## src/rtl/bus_arbiter.sv

```systemverilog
// rtl/bus_arbiter.sv - two-master round-robin bus arbiter with turnaround and grant timeout
module bus_arbiter #(
    parameter int TIMEOUT = 8,
    parameter int CNT_W   = 8
) (
    input  logic CLK,
    input  logic RSTN,
    input  logic B_REQ1,
    input  logic B_REQ2,
    input  logic B_UTIL,
    output logic B_GRANT1,
    output logic B_GRANT2,
    output logic B_BUSY,
    output logic B_OWNER,
    output logic B_TOUT
);

    typedef enum logic [1:0] {
        S_IDLE    = 2'd0,
        S_GRANT   = 2'd1,
        S_RELEASE = 2'd2
    } state_t;

    state_t             r_state;
    state_t             w_state_nxt;
    logic               r_grant1, r_grant2, r_busy, r_owner, r_tout;
    logic               w_grant1_nxt, w_grant2_nxt, w_owner_nxt, w_tout_nxt;
    logic [CNT_W-1:0]   r_cnt, w_cnt_nxt;
    logic               r_used, w_used_nxt;
    logic               r_blk1, r_blk2, w_blk1_nxt, w_blk2_nxt;

    logic               w_elig1, w_elig2, w_pick2, w_req_own, w_used_now;

    assign w_elig1    = B_REQ1 & ~r_blk1;
    assign w_elig2    = B_REQ2 & ~r_blk2;
    // On a tie the master that did not own the bus last wins.
    assign w_pick2    = (w_elig1 & w_elig2) ? ~r_owner : w_elig2;
    assign w_req_own  = r_owner ? B_REQ2 : B_REQ1;
    assign w_used_now = r_used | B_UTIL;

    always_ff @(posedge CLK or negedge RSTN) begin
        if (!RSTN) begin
            r_state  <= S_IDLE;
            r_grant1 <= 1'b0;
            r_grant2 <= 1'b0;
            r_busy   <= 1'b0;
            r_owner  <= 1'b1;
            r_tout   <= 1'b0;
            r_cnt    <= '0;
            r_used   <= 1'b0;
            r_blk1   <= 1'b0;
            r_blk2   <= 1'b0;
        end else begin
            r_state  <= w_state_nxt;
            r_grant1 <= w_grant1_nxt;
            r_grant2 <= w_grant2_nxt;
            r_busy   <= w_grant1_nxt | w_grant2_nxt;
            r_owner  <= w_owner_nxt;
            r_tout   <= w_tout_nxt;
            r_cnt    <= w_cnt_nxt;
            r_used   <= w_used_nxt;
            r_blk1   <= w_blk1_nxt;
            r_blk2   <= w_blk2_nxt;
        end
    end

    always_comb begin
        w_state_nxt  = r_state;
        w_grant1_nxt = r_grant1;
        w_grant2_nxt = r_grant2;
        w_owner_nxt  = r_owner;
        w_tout_nxt   = 1'b0;
        w_cnt_nxt    = r_cnt;
        w_used_nxt   = r_used;
        // A block is lifted by any cycle where that master's request is low.
        w_blk1_nxt   = r_blk1 & B_REQ1;
        w_blk2_nxt   = r_blk2 & B_REQ2;

        case (r_state)
            S_IDLE: begin
                w_grant1_nxt = 1'b0;
                w_grant2_nxt = 1'b0;
                if (w_elig1 | w_elig2) begin
                    w_state_nxt  = S_GRANT;
                    w_grant1_nxt = ~w_pick2;
                    w_grant2_nxt = w_pick2;
                    w_owner_nxt  = w_pick2;
                    w_cnt_nxt    = '0;
                    w_used_nxt   = 1'b0;
                end
            end
            S_GRANT: begin
                if (!w_req_own) begin
                    w_state_nxt  = S_RELEASE;
                    w_grant1_nxt = 1'b0;
                    w_grant2_nxt = 1'b0;
                end else if (!w_used_now && (r_cnt == CNT_W'(TIMEOUT - 1))) begin
                    // Unused grant: revoke and lock the owner out until it lets go of REQ.
                    w_state_nxt  = S_RELEASE;
                    w_grant1_nxt = 1'b0;
                    w_grant2_nxt = 1'b0;
                    w_tout_nxt   = 1'b1;
                    if (r_owner) begin
                        w_blk2_nxt = 1'b1;
                    end else begin
                        w_blk1_nxt = 1'b1;
                    end
                end else begin
                    w_used_nxt = w_used_now;
                    if (!w_used_now) begin
                        w_cnt_nxt = r_cnt + CNT_W'(1);
                    end
                end
            end
            S_RELEASE: begin
                w_state_nxt  = S_IDLE;
                w_grant1_nxt = 1'b0;
                w_grant2_nxt = 1'b0;
            end
            default: begin
                w_state_nxt  = S_IDLE;
                w_grant1_nxt = 1'b0;
                w_grant2_nxt = 1'b0;
            end
        endcase
    end

    assign B_GRANT1 = r_grant1;
    assign B_GRANT2 = r_grant2;
    assign B_BUSY   = r_busy;
    assign B_OWNER  = r_owner;
    assign B_TOUT   = r_tout;

endmodule

```

## config.mk

```make
export PLATFORM = sky130hd
export DESIGN_NAME = bus_arbiter
export DESIGN_NICKNAME = d
export VERILOG_FILES = /design/src/rtl/bus_arbiter.sv
export SDC_FILE = /design/constraint.sdc
export NUM_CORES = 1
export LEC_CHECK = 0
export ABC_AREA = 1
export CORE_AREA = 4 4 47 49
export CTS_BUF_LIST = sky130_fd_sc_hd__clkbuf_4
export CTS_CLUSTER_DIAMETER = 30
export DETAILED_ROUTE_END_ITERATION = 12
export DIE_AREA = 0 0 51 53
export DONT_BUFFER_PORTS = 1
export GPL_TIMING_DRIVEN = 1
export PLACE_DENSITY = 0.86
export REMOVE_ABC_BUFFERS = 1
export SYNTH_ARGS = -nofsm -noshare
export SYNTH_HDL_FRONTEND = slang
export SYNTH_SLANG_ARGS = --single-unit
export TNS_END_PERCENT = 1
```

## constraint.sdc

```tcl
create_clock -name CLK -period 1.4 [get_ports CLK]
set_clock_uncertainty 0.1 [all_clocks]
set_input_delay 0.28 -clock CLK [delete_from_list [all_inputs] [get_ports CLK]]
set_output_delay 0.28 -clock CLK [all_outputs]
set_load 0.005 [all_outputs]
```

==> run summary, run 1 <==
Final std cell area, no fill: 1246 um2
Share of power burned in combinational logic: 48.7%
Max FO, Critical Path: 5
Cell area after placement: 1110 um2
Leak: 0.6234 nW
Iteration count of the initial detailed-routing pass: 7
Number of antenna violations at the first check in global routing: 0
Hold violation count in the final report: 0
Ant diodes: 0
Sequential-to-total area share from yosys stat: 44.46%
Final-report setup violation count: 6
Drt via density: 5.112
Final period util: 100.9%
MaxCap Viol Count: 0
Clock Tree Buf Depth: 2
Total routing resource utilization after global routing: 17.43%
Ratio of cells with drive above 1 in the final layout: 27.81%
Final nets: 158
Fmax: 707.9 MHz
Clock edge transition at the registers on the reported setup and hold paths: 0.10 ns
Weighted congestion reported at the end of routability-driven placement: 0.8485
Via count of the first global-routing pass: 840
Cell count after synthesis: 134
Largest net degree at the start of global routing: 19
Row count: 16
Source-to-sink clock delay at the later pin of the worst-skew pair: 0.28 ns
Post-detailed-route count of antenna-violating nets: 0
DRC errors left: 0
Most used cells in the layout excluding fill and tap cells: 46 x nand2_1, 17 x dfrtp_1, 13 x nor2_1
TritonCTS clock tree: done
Die width: 51 um
Die boundary height: 53 um
Area of the die: 2703 um2
Share of power burned in registers: 38.5%
Type of the worst min-delay path: primary input to register
Cell total after placement: 169
Final HPWL DP: 1.521 mm
Global-route congestion overflow total: 0
Sort of element at the end of the critical path: register
Post-synthesis cell area: 1016 um2
I/O Pins: 10
RSZ-0062 raised after global routing: true
Post-layout worst setup margin: -0.01268 ns
Sinks on Clock Net: 18
Avg Cell Area, Syn: 7.582 um2
Failing checks: setup timing
Worst Path Required: 1.49 ns
Number of pins exceeding their max-slew limit in the final report: 0
Count of routing violations after the opening detailed-route iteration: 18
Post-synthesis to final-layout area growth: 22.66%
Core Region: 1862 um2
Outcome: finished with violations
IO Port Bufs: 0
Clock period minus worst slack: 1.413 ns
Finished Layout Cells: 178
Count of vias placed by the detailed router: 910
Distinct cells, synth: 21
Yosys Warn Count: 0
CP Data Arrival Time: 1.50 ns
Level count of the clock H-tree: 1
Peak ir drop on the vdd network: 1069 uV
Kind of launch point of the worst setup path: register
P_int: 1.111 mW
Global-route wire length before repair: 3.560 mm
Total negative setup slack: -0.05262 ns
Final Util: 66.94%
Transition time at the pin with the least slew margin: 0.7926 ns
CTS Buf Count: 3
Crit path kind: register to register
Starting density of the core: 54.57%
Net switching power: 0.8915 mW
Switching Share: 44.51%
Max_slew headroom: 46.99%
Part of the power in the clock network: 12.8%
Overall power of the completed layout: 2.003 mW
DRT Wirelength: 2.209 mm
Power density over cell area: 1607 nW/um2
Final worst hold slack: 0.01654 ns
Post-place setup slack: -0.01426 ns
Number of storage elements in the synthesis netlist: 18
Clock tree root driver cell: clkbuf_4
Leading cell type in the layout, fill and taps excluded: nand2_1
Wire per inst: 12.41 um
Count of fill cells added during filler insertion: 160
## layer usage
metal | vias up | wire length [um] | track usage (%) | part of all wire, %
met1 | 433 | 892 | 19.93 | 40
met4 | 0 | 9 | 5.381 | 0.41
li1 | 455 | - | - | -
met3 | 2 | 99 | 2.817 | 4.5
met2 | 20 | 1207 | 32.83 | 55
met5 | - | 0 | 0 | 0
## Yosys cell counts
cell | count | share of area (%)
nand2_4 | 3 | 3.3
o21ai_0 | 4 | 2.0
dfrtp_1 | 17 | 42
dfstp_2 | 1 | 2.6
ha_1 | 1 | 1.2
nand3_2 | 1 | 0.99
nor2_1 | 13 | 4.8
nand3_4 | 1 | 1.7
nand2_1 | 50 | 18
nand2_2 | 2 | 1.2
or2_1 | 1 | 0.62
nor2_2 | 1 | 0.62
inv_2 | 3 | 1.1
a21oi_1 | 1 | 0.49
nor3b_1 | 1 | 0.74
inv_1 | 12 | 4.4
nand4_1 | 2 | 1.2
nor2_4 | 3 | 3.3
o21bai_1 | 2 | 1.5
nand3_1 | 14 | 6.9
xor2_1 | 1 | 0.86
## sequential cells by signal, indices dropped and copies added, names as in the netlist
name,flops
r_used,1
r_cnt,8
B_TOUT,1
r_state,2
r_blk1,1
B_GRANT1,1
B_GRANT2,1
B_OWNER,1
r_blk2,1
B_BUSY,1
## area by class of cell
| type | instances | area, um2 | share of cell area, % |
|---|---|---|---|
| Multi-Input combinational cell | 102 | 583.1 | 46.79 |
| Sequential cell | 18 | 451.7 | 36.24 |
| Timing Repair Buffer | 12 | 92.59 | 7.430 |
| Inverter | 15 | 58.81 | 4.719 |
| Tap cell | 27 | 33.78 | 2.711 |
| Clock buffer | 3 | 22.52 | 1.807 |
| Clock inverter | 1 | 3.754 | 0.3012 |
## what timing repair did
| item | CTS | global route |
|---|---|---|
| gates cloned | 1 | 0 |
| gates resized for setup | 4 | 14 |
| endpoints found under the hold margin | 18 | 0 |
| buffers inserted | 1 | 2 |
| pin swaps | 4 | 7 |
| hold buffers | 1 | 0 |
| endpoints found under the setup margin | 8 | 11 |
## critical path: stages (launching register included)
cell and delay (ns):
dfstp_2 0.59, inv_2 0.07, nand2_2 0.06, nand2_2 0.05, nand2_2 0.10, inv_4 0.06
nand2_4 0.10, nand2_8 0.07, nand3_2 0.07, nand2_1 0.05
## kinds of logic after synthesis
kind of cell,Yosys count,synth area share (%)
flip-flops,18,44.46
XOR/XNOR,1,0.8622
buffers and inverters,15,5.541
adder cells (fa/ha/maj),1,1.231
AO/OA/AOI/OAI,7,3.940
AND/OR/NAND/NOR,92,43.97
## final timing paths
check / start / endpoint / slack, ns / cells after the start
max in group asynchronous: RSTN / B_GRANT2$_DFF_PN0_ / 0.30 / 1
worst max register to register: B_OWNER$_DFFE_PN1P_ / r_cnt[5]$_DFFE_PN0P_ / -0.01 / 9
min in group asynchronous: RSTN / r_used$_DFFE_PN0P_ / 0.41 / 1
worst min-delay path: B_REQ1 / r_blk1$_DFF_PN0_ / 0.02 / 2
worst max-delay path: B_OWNER$_DFFE_PN1P_ / r_cnt[5]$_DFFE_PN0P_ / -0.01 / 9
worst min register to register: r_blk2$_DFF_PN0_ / r_blk2$_DFF_PN0_ / 0.41 / 2
## power groups by stage
stage	logic [mW]	clock network, mW	registers (mW)
5_1_grt	1.07	0.292	0.784
3_3_place_gp	0.732	0	0.759
6_report	0.975	0.256	0.771
4_1_cts	0.840	0.261	0.758
2_1_floorplan	0.532	0	0.753
3_5_place_dp	0.757	0	0.765
(Power assumes the default switching activity.)
==> run 2: changes to the inputs <==
--- a/config.mk
+++ b/config.mk
@@ -15,7 +15,7 @@
 export GPL_TIMING_DRIVEN = 1
 export PLACE_DENSITY = 0.86
 export REMOVE_ABC_BUFFERS = 1
+export SETUP_SLACK_MARGIN = 0.2
 export SYNTH_ARGS = -nofsm -noshare
 export SYNTH_HDL_FRONTEND = slang
 export SYNTH_SLANG_ARGS = --single-unit
-export TNS_END_PERCENT = 1
==> run 2 against run 1 <==
  * The flow still finishes with violations (setup timing)
  * Sequential power grew 2%
  * Cell area grew 8.9%
  * Clock power is essentially flat
  * Worst setup slack lost 0.036 ns
  * Non-clock buffer count grew 6
  * Flip-flop and latch count is the same
  * Critical path depth is the same
==> run summary, run 2 (synthesized netlist as in run 1, its figures left out) <==
MaxCap Viol Count: 0 (unchanged)
Sinks on Clock Net: 18 (unchanged)
Level count of the clock H-tree: 1 (unchanged)
Source-to-sink clock delay at the later pin of the worst-skew pair: 0.28 ns (about the same)
CTS Buf Count: 3 (unchanged)
Power density over cell area: 1630 nW/um2 (+1.4%)
Starting density of the core: 54.57% (unchanged)
Most used routing layer: met2
RSZ-0062 raised after global routing: true
Share of power burned in combinational logic: 53.0% (+4.3 points)
Most used cells in the layout excluding fill and tap cells: 43 x nand2_1, 17 x dfrtp_1, 14 x buf_4
Type of the worst min-delay path: primary input to asynchronous set/reset pin
Cells on worst reg2reg path: 9 (unchanged)
Area of the die: 2703 um2 (unchanged)
Storage cell area: 451.7 um2 (unchanged)
Clock period minus worst slack: 1.449 ns (+0.03588 ns)
Reg-to-reg critical path endpoint: r_cnt[5]$_DFFE_PN0P_
R2r startpoint: B_OWNER$_DFFE_PN1P_
Final Util: 72.92% (+6.0 points)
Combined buffer and inverter count along the critical path: 2 (unchanged)
Leading cell type in the layout, fill and taps excluded: nand2_1
Count of fill cells added during filler insertion: 141 (-12%)
Max FO, Critical Path: 5 (unchanged)
Via count of the first global-routing pass: 870 (+3.6%)
Clock edge transition at the registers on the reported setup and hold paths: 0.10 ns (about the same)
Clock tree root driver cell: clkbuf_4
Failing checks: setup timing
Drt via density: 5.304 (+3.8%)
Hold violation count in the final report: 0 (unchanged)
CP Data Arrival Time: 1.53 ns (+0.03 ns)
Iteration count of the initial detailed-routing pass: 4 (-3)
Row count: 16 (unchanged)
Post-synthesis to final-layout area growth: 33.62%
Number of antenna violations at the first check in global routing: 0 (unchanged)
Peak ir drop on the vdd network: 1092 uV (+2.2%)
Worst path cell trace: inv_2 > nand2_2 > nand2_4 > nand2_4 > inv_4 > nand2_4 > nand2_8 > nand3_2 > nand2_1
Final HPWL DP: 1.521 mm (unchanged)
Worst setup path start: B_OWNER$_DFFE_PN1P_
Crit path kind: register to register
IO Port Bufs: 0 (unchanged)
Fmax: 690.3 MHz (-2.5%)
Net switching power: 1.015 mW (+14%)
Largest net degree at the start of global routing: 19 (unchanged)
Wire per inst: 14.71 um (+19%)
Delay contributed by the slowest stage of the critical path: 0.59 ns (about the same)
Number of pins exceeding their max-slew limit in the final report: 0 (unchanged)
Final period util: 103.5% (+2.6 points)
Final nets: 164 (+3.8%)
Worst reg-to-reg setup slack: -0.05 ns (-0.04 ns)
Global-route congestion overflow total: 0 (unchanged)
Switching Share: 45.86% (+1.3 points)
Ratio of cells with drive above 1 in the final layout: 36.31% (+8.5 points)
Area of the multi-input gates: 635.6 um2 (+9.0%)
Core Region: 1862 um2 (unchanged)
Transition time at the pin with the least slew margin: 0.7873 ns (-0.005327 ns)
Final-report setup violation count: 10 (+4)
P_int: 1.198 mW (+7.8%)
Share of power burned in registers: 35.4% (-3.1 points)
Largest registers ranked by flip-flop count: r_cnt: 8 flops, r_state: 2 flops
DRC errors left: 0 (unchanged)
Weighted congestion reported at the end of routability-driven placement: 0.8485 (unchanged)
Outcome: finished with violations
Die width: 51 um (unchanged)
Family with the most delay on the worst path: flip-flops
I/O Pins: 10 (unchanged)
Count of vias placed by the detailed router: 976 (+7.3%)
Ant diodes: 0 (unchanged)
Total number of cells along the worst setup path: 9 (unchanged)
Clock Tree Buf Depth: 2 (unchanged)
DRT Wirelength: 2.706 mm (+22%)
Part of the power in the clock network: 11.6% (-1.2 points)
Register with the most flip-flops: r_cnt
Total routing resource utilization after global routing: 18.28% (+0.84 points)
Die boundary height: 53 um (unchanged)
Global-route wire length before repair: 3.705 mm (+4.1%)
Max_slew headroom: 47.52% (+0.53 points)
Overall power of the completed layout: 2.212 mW (+10%)
Count of routing violations after the opening detailed-route iteration: 21 (+3)
Slowest-stage cell, CP: dfstp_2
Leak: 0.6764 nW (+8.5%)
Sort of element at the end of the critical path: register
Met2 global-route usage: 34.98% (+2.1 points)
Post-layout worst setup margin: -0.04856 ns (-0.03588 ns)
Fraction of met3 tracks used by global routing: 2.817% (unchanged)
Flip-flop count of the largest register after layout: 8 (unchanged)
Worst Path Required: 1.49 ns (about the same)
Met1 track utilization from global routing: 19.93% (unchanged)
Most repeated library cell on the critical path: nand2_4
TritonCTS clock tree: done
Worst Setup EP: r_cnt[5]$_DFFE_PN0P_
Post-detailed-route count of antenna-violating nets: 0 (unchanged)
Kind of launch point of the worst setup path: register
-- run 2: cell count changes in the layout (fill, tap and decap cells not counted), moves of 2 or more --
| cell | change |
|---|---|
| nand3_2 | +2 |
| buf_6 | +3 |
| buf_4 | +3 |
| nand3_1 | -2 |
| nand2_1 | -3 |
| nand2_4 | +2 |
-- run 2: per-layer routing --
layer  up-vias  share of wire, %
met2        31                55
met4         0               4.8
met3        14               4.2
li1        469                 -
met5         -                 0
met1       462                36
-- run 2: cell type report --
| class | instances | share of cell area (%) |
|---|---|---|
| tap | 27 | 2.488 |
| sequential | 18 | 33.27 |
| clock inverter | 1 | 0.2765 |
| timing repair buffer | 18 | 11.15 |
| multi-input combinational | 102 | 46.82 |
| clock buffer | 3 | 1.659 |
| inverter | 15 | 4.332 |
-- run 2: power groups by stage --
stage / logic, mW / registers (mW) / clock network, mW
2_1_floorplan: 0.532 / 0.753 / 0
3_3_place_gp: 0.732 / 0.759 / 0
3_5_place_dp: 0.757 / 0.765 / 0
4_1_cts: 0.885 / 0.758 / 0.261
5_1_grt: 1.26 / 0.793 / 0.296
6_report: 1.17 / 0.783 / 0.256
-- run 2: per-stage QoR --
step / hold slack, ns / cell area (um2) / worst slack (ns) / instances / setup TNS [ns]
6_report: 0.03359 / 1358 / -0.04856 / 184 / -0.3386
5_1_grt: 0.01743 / 1358 / -0.1185 / 184 / -1.200
4_1_cts: 0.01696 / 1190 / -0.0005640 / 178 / -0.0005640
3_5_place_dp: -0.1151 / 1110 / -0.01426 / 169 / -0.03517
3_3_place_gp: -0.1151 / 1110 / 0.01662 / 169 / 0
2_1_floorplan: -0.1156 / 1016 / -0.01700 / 134 / -0.07011
-- run 2: worst min-delay path by stage --
stage / start / to / cells after the start
2_1_floorplan: RSTN / B_BUSY$_DFF_PN0_ / 0
3_3_place_gp: RSTN / B_TOUT$_DFF_PN0_ / 0
3_5_place_dp: RSTN / B_TOUT$_DFF_PN0_ / 0
4_1_cts: B_REQ1 / r_blk1$_DFF_PN0_ / 2
5_1_grt: B_REQ2 / r_blk2$_DFF_PN0_ / 2
6_report: RSTN / r_used$_DFFE_PN0P_ / 1
-- run 2: repair_timing --
| action | 4_1_cts | 5_1_grt |
|---|---|---|
| hold buffers | 1 | 0 |
| buffers inserted | 3 | 6 |
| endpoints found under the hold margin | 18 | 0 |
| endpoints found under the setup margin | 19 | 36 |
| pin swaps | 4 | 13 |
| cloned | 1 | 0 |
| resized for setup | 7 | 29 |
==> run 3: changes to the inputs <==
==> constraint.sdc (replaced) <==
create_clock -name CLK -period 1.4 [get_ports CLK]
set_clock_uncertainty 0.1 [all_clocks]
set_input_delay 0.42 -clock CLK [delete_from_list [all_inputs] [get_ports CLK]]
set_output_delay 0.42 -clock CLK [all_outputs]
set_load 0.005 [all_outputs]
==> run 3 against run 2 <==
  * The flow still finishes with violations (setup timing)
  * Via count up 13%
  * Sequential power grew 2%
  * Power up 18%
  * Cell area is 8.1% higher
  * Non-clock buffer count did not move
  * Global-route usage grew 0.96 points
  * Combinational power increased by 32%
  * Clock power up 8.6%
  * Die area unchanged
  * Utilization grew 5.9 points
  * Clock-buffer cell count unchanged
==> run summary, run 3 (synthesized netlist as in run 1, its figures left out) <==
Overall power of the completed layout: 2.616 mW (+18%)
Leak: 0.7023 nW (+3.8%)
Clock period minus worst slack: 1.556 ns (+0.1075 ns)
I/O Pins: 10 (unchanged)
IO Port Bufs: 0 (unchanged)
Ratio of cells with drive above 1 in the final layout: 47.77% (+11 points)
Wire per inst: 18.46 um (+26%)
CP Data Arrival Time: 1.65 ns (+0.12 ns)
Ant diodes: 0 (unchanged)
Final HPWL DP: 1.561 mm (+2.7%)
Count of vias placed by the detailed router: 1106 (+13%)
Clock edge transition at the registers on the reported setup and hold paths: 0.11 ns (about the same)
Post-layout worst setup margin: -0.1560 ns (-0.1075 ns)
Hold violation count in the final report: 0 (unchanged)
Total negative setup slack: -1.484 ns (-1.145 ns)
Cell area after placement: 1117 um2 (+0.68%)
Leading cell type in the layout, fill and taps excluded: nand2_1
Flip-flop count of the largest register after layout: 8 (unchanged)
Global-route congestion overflow total: 0 (unchanged)
Area of the multi-input gates: 733.2 um2 (+15%)
Outcome: finished with violations
Iteration count of the initial detailed-routing pass: 4 (unchanged)
Largest registers ranked by flip-flop count: r_cnt: 8 flops, r_state: 2 flops
Row count: 16 (unchanged)
Register with the most flip-flops: r_cnt
Sort of element at the end of the critical path: register
Fmax: 642.7 MHz (-6.9%)
Final-report setup violation count: 15 (+5)
Count of fill cells added during filler insertion: 98 (-30%)
Die boundary height: 53 um (unchanged)
DRC errors left: 0 (unchanged)
Post-synthesis to final-layout area growth: 44.46%
Worst Path Required: 1.50 ns (about the same)
Power density over cell area: 1782 nW/um2 (+9.4%)
Via count of the first global-routing pass: 909 (+4.5%)
Crit path kind: register to register
Total routing resource utilization after global routing: 19.24% (+0.96 points)
Type of the worst min-delay path: primary input to register
MaxCap Viol Count: 0 (unchanged)
Most used cells in the layout excluding fill and tap cells: 32 x nand2_1, 16 x dfrtp_1, 13 x nand2_2, 13 x buf_4
DRT Wirelength: 3.397 mm (+26%)
Kind of launch point of the worst setup path: register
TritonCTS clock tree: done
RSZ-0062 raised after global routing: true
Number of pins exceeding their max-slew limit in the final report: 0 (unchanged)
Largest net degree at the start of global routing: 19 (unchanged)
Core Region: 1862 um2 (unchanged)
Transition time at the pin with the least slew margin: 0.8280 ns (+0.04073 ns)
Final period util: 111.1% (+7.7 points)
Final nets: 164 (unchanged)
Starting density of the core: 54.57% (unchanged)
Source-to-sink clock delay at the later pin of the worst-skew pair: 0.30 ns (+0.02 ns)
Post-place setup slack: -0.04248 ns (-0.02822 ns)
Final std cell area, no fill: 1468 um2 (+8.1%)
Clock Tree Buf Depth: 2 (unchanged)
Failing checks: setup timing
Level count of the clock H-tree: 1 (unchanged)
Post-detailed-route count of antenna-violating nets: 0 (unchanged)
Area of the die: 2703 um2 (unchanged)
Die width: 51 um (unchanged)
Storage cell area: 452.9 um2 (+0.28%)
Weighted congestion reported at the end of routability-driven placement: 0.8226 (-3.1%)
Number of antenna violations at the first check in global routing: 0 (unchanged)
CTS Buf Count: 3 (unchanged)
Global-route wire length before repair: 3.857 mm (+4.1%)
Worst reg-to-reg setup slack: -0.16 ns (-0.11 ns)
Final Util: 78.83% (+5.9 points)
Max FO, Critical Path: 2 (-3)
Clock tree root driver cell: clkbuf_4
Max_slew headroom: 44.80% (-2.7 points)
Drt via density: 6.011 (+13%)
Count of routing violations after the opening detailed-route iteration: 62 (+200%)
Sinks on Clock Net: 18 (unchanged)
Peak ir drop on the vdd network: 966.4 uV (-12%)
run 3: cell counts in the layout (fill, tap and decap cells not counted):
No cell type changed its count.
run 3: final cells by class:
cell class	instances	share of cell area [%]
timing repair buffer	18	10.57
clock buffer	3	1.535
multi-input combinational	102	49.96
inverter	15	4.518
sequential	18	30.86
tap	27	2.302
clock inverter	1	0.2558
run 3: metrics by stage:
step,hold WS [ns],cells
final,0.1634,184
after global routing,0.1588,184
after CTS,0.1463,179
after detailed placement,0.02484,170
after global placement,0.02485,170
after floorplan,0.02441,134
run 3: timing repair:
item | in CTS | in global routing
endpoints found under the hold margin | 18 | 0
setup buffers | 3 | 5
gates resized for setup | 17 | 49
hold buffers | 1 | 0
cloned | 1 | 0
pin swaps | 9 | 15
endpoints found under the setup margin | 23 | 41
run 3: per-layer routing:
| layer | wire (um) | vias up | GRT usage (%) |
|---|---|---|---|
| met1 | 1164 | 529 | 21.52 |
| met3 | 245 | 24 | 3.099 |
| li1 | - | 477 | - |
| met2 | 1754 | 76 | 34.33 |
| met4 | 233 | 0 | 11.21 |
| met5 | 0 | - | 0 |
run 3: path summary, 6_finish.rpt:
| check | endpoint | cells past startpoint | startpoint |
|---|---|---|---|
| max | r_used$_DFFE_PN0P_ | 7 | B_OWNER$_DFFE_PN1P_ |
| max reg2reg | r_used$_DFFE_PN0P_ | 7 | B_OWNER$_DFFE_PN1P_ |
| min | r_blk1$_DFF_PN0_ | 2 | B_REQ1 |
| min reg2reg | r_cnt[7]$_DFFE_PN0P_ | 2 | r_cnt[7]$_DFFE_PN0P_ |
| max in group asynchronous | r_cnt[2]$_DFFE_PN0P_ | 1 | RSTN |
| min in group asynchronous | r_blk1$_DFF_PN0_ | 1 | RSTN |
run 3: critical path, cell delays in order (launching register included):
cell and delay, ns:
dfstp_2 0.57, buf_6 0.13, nand2_4 0.06, nand2_4 0.07, nand2_4 0.08, nand2_4 0.10
nand2_2 0.09, o21ai_0 0.25
run 3: where the power goes:
part / switching [mW] / internal, mW / leakage [nW]
combinational: 0.954 / 0.583 / 0.449
sequential: 0.145 / 0.655 / 0.238
clock: 0.174 / 0.104 / 0.0154
total: 1.27 / 1.34 / 0.702
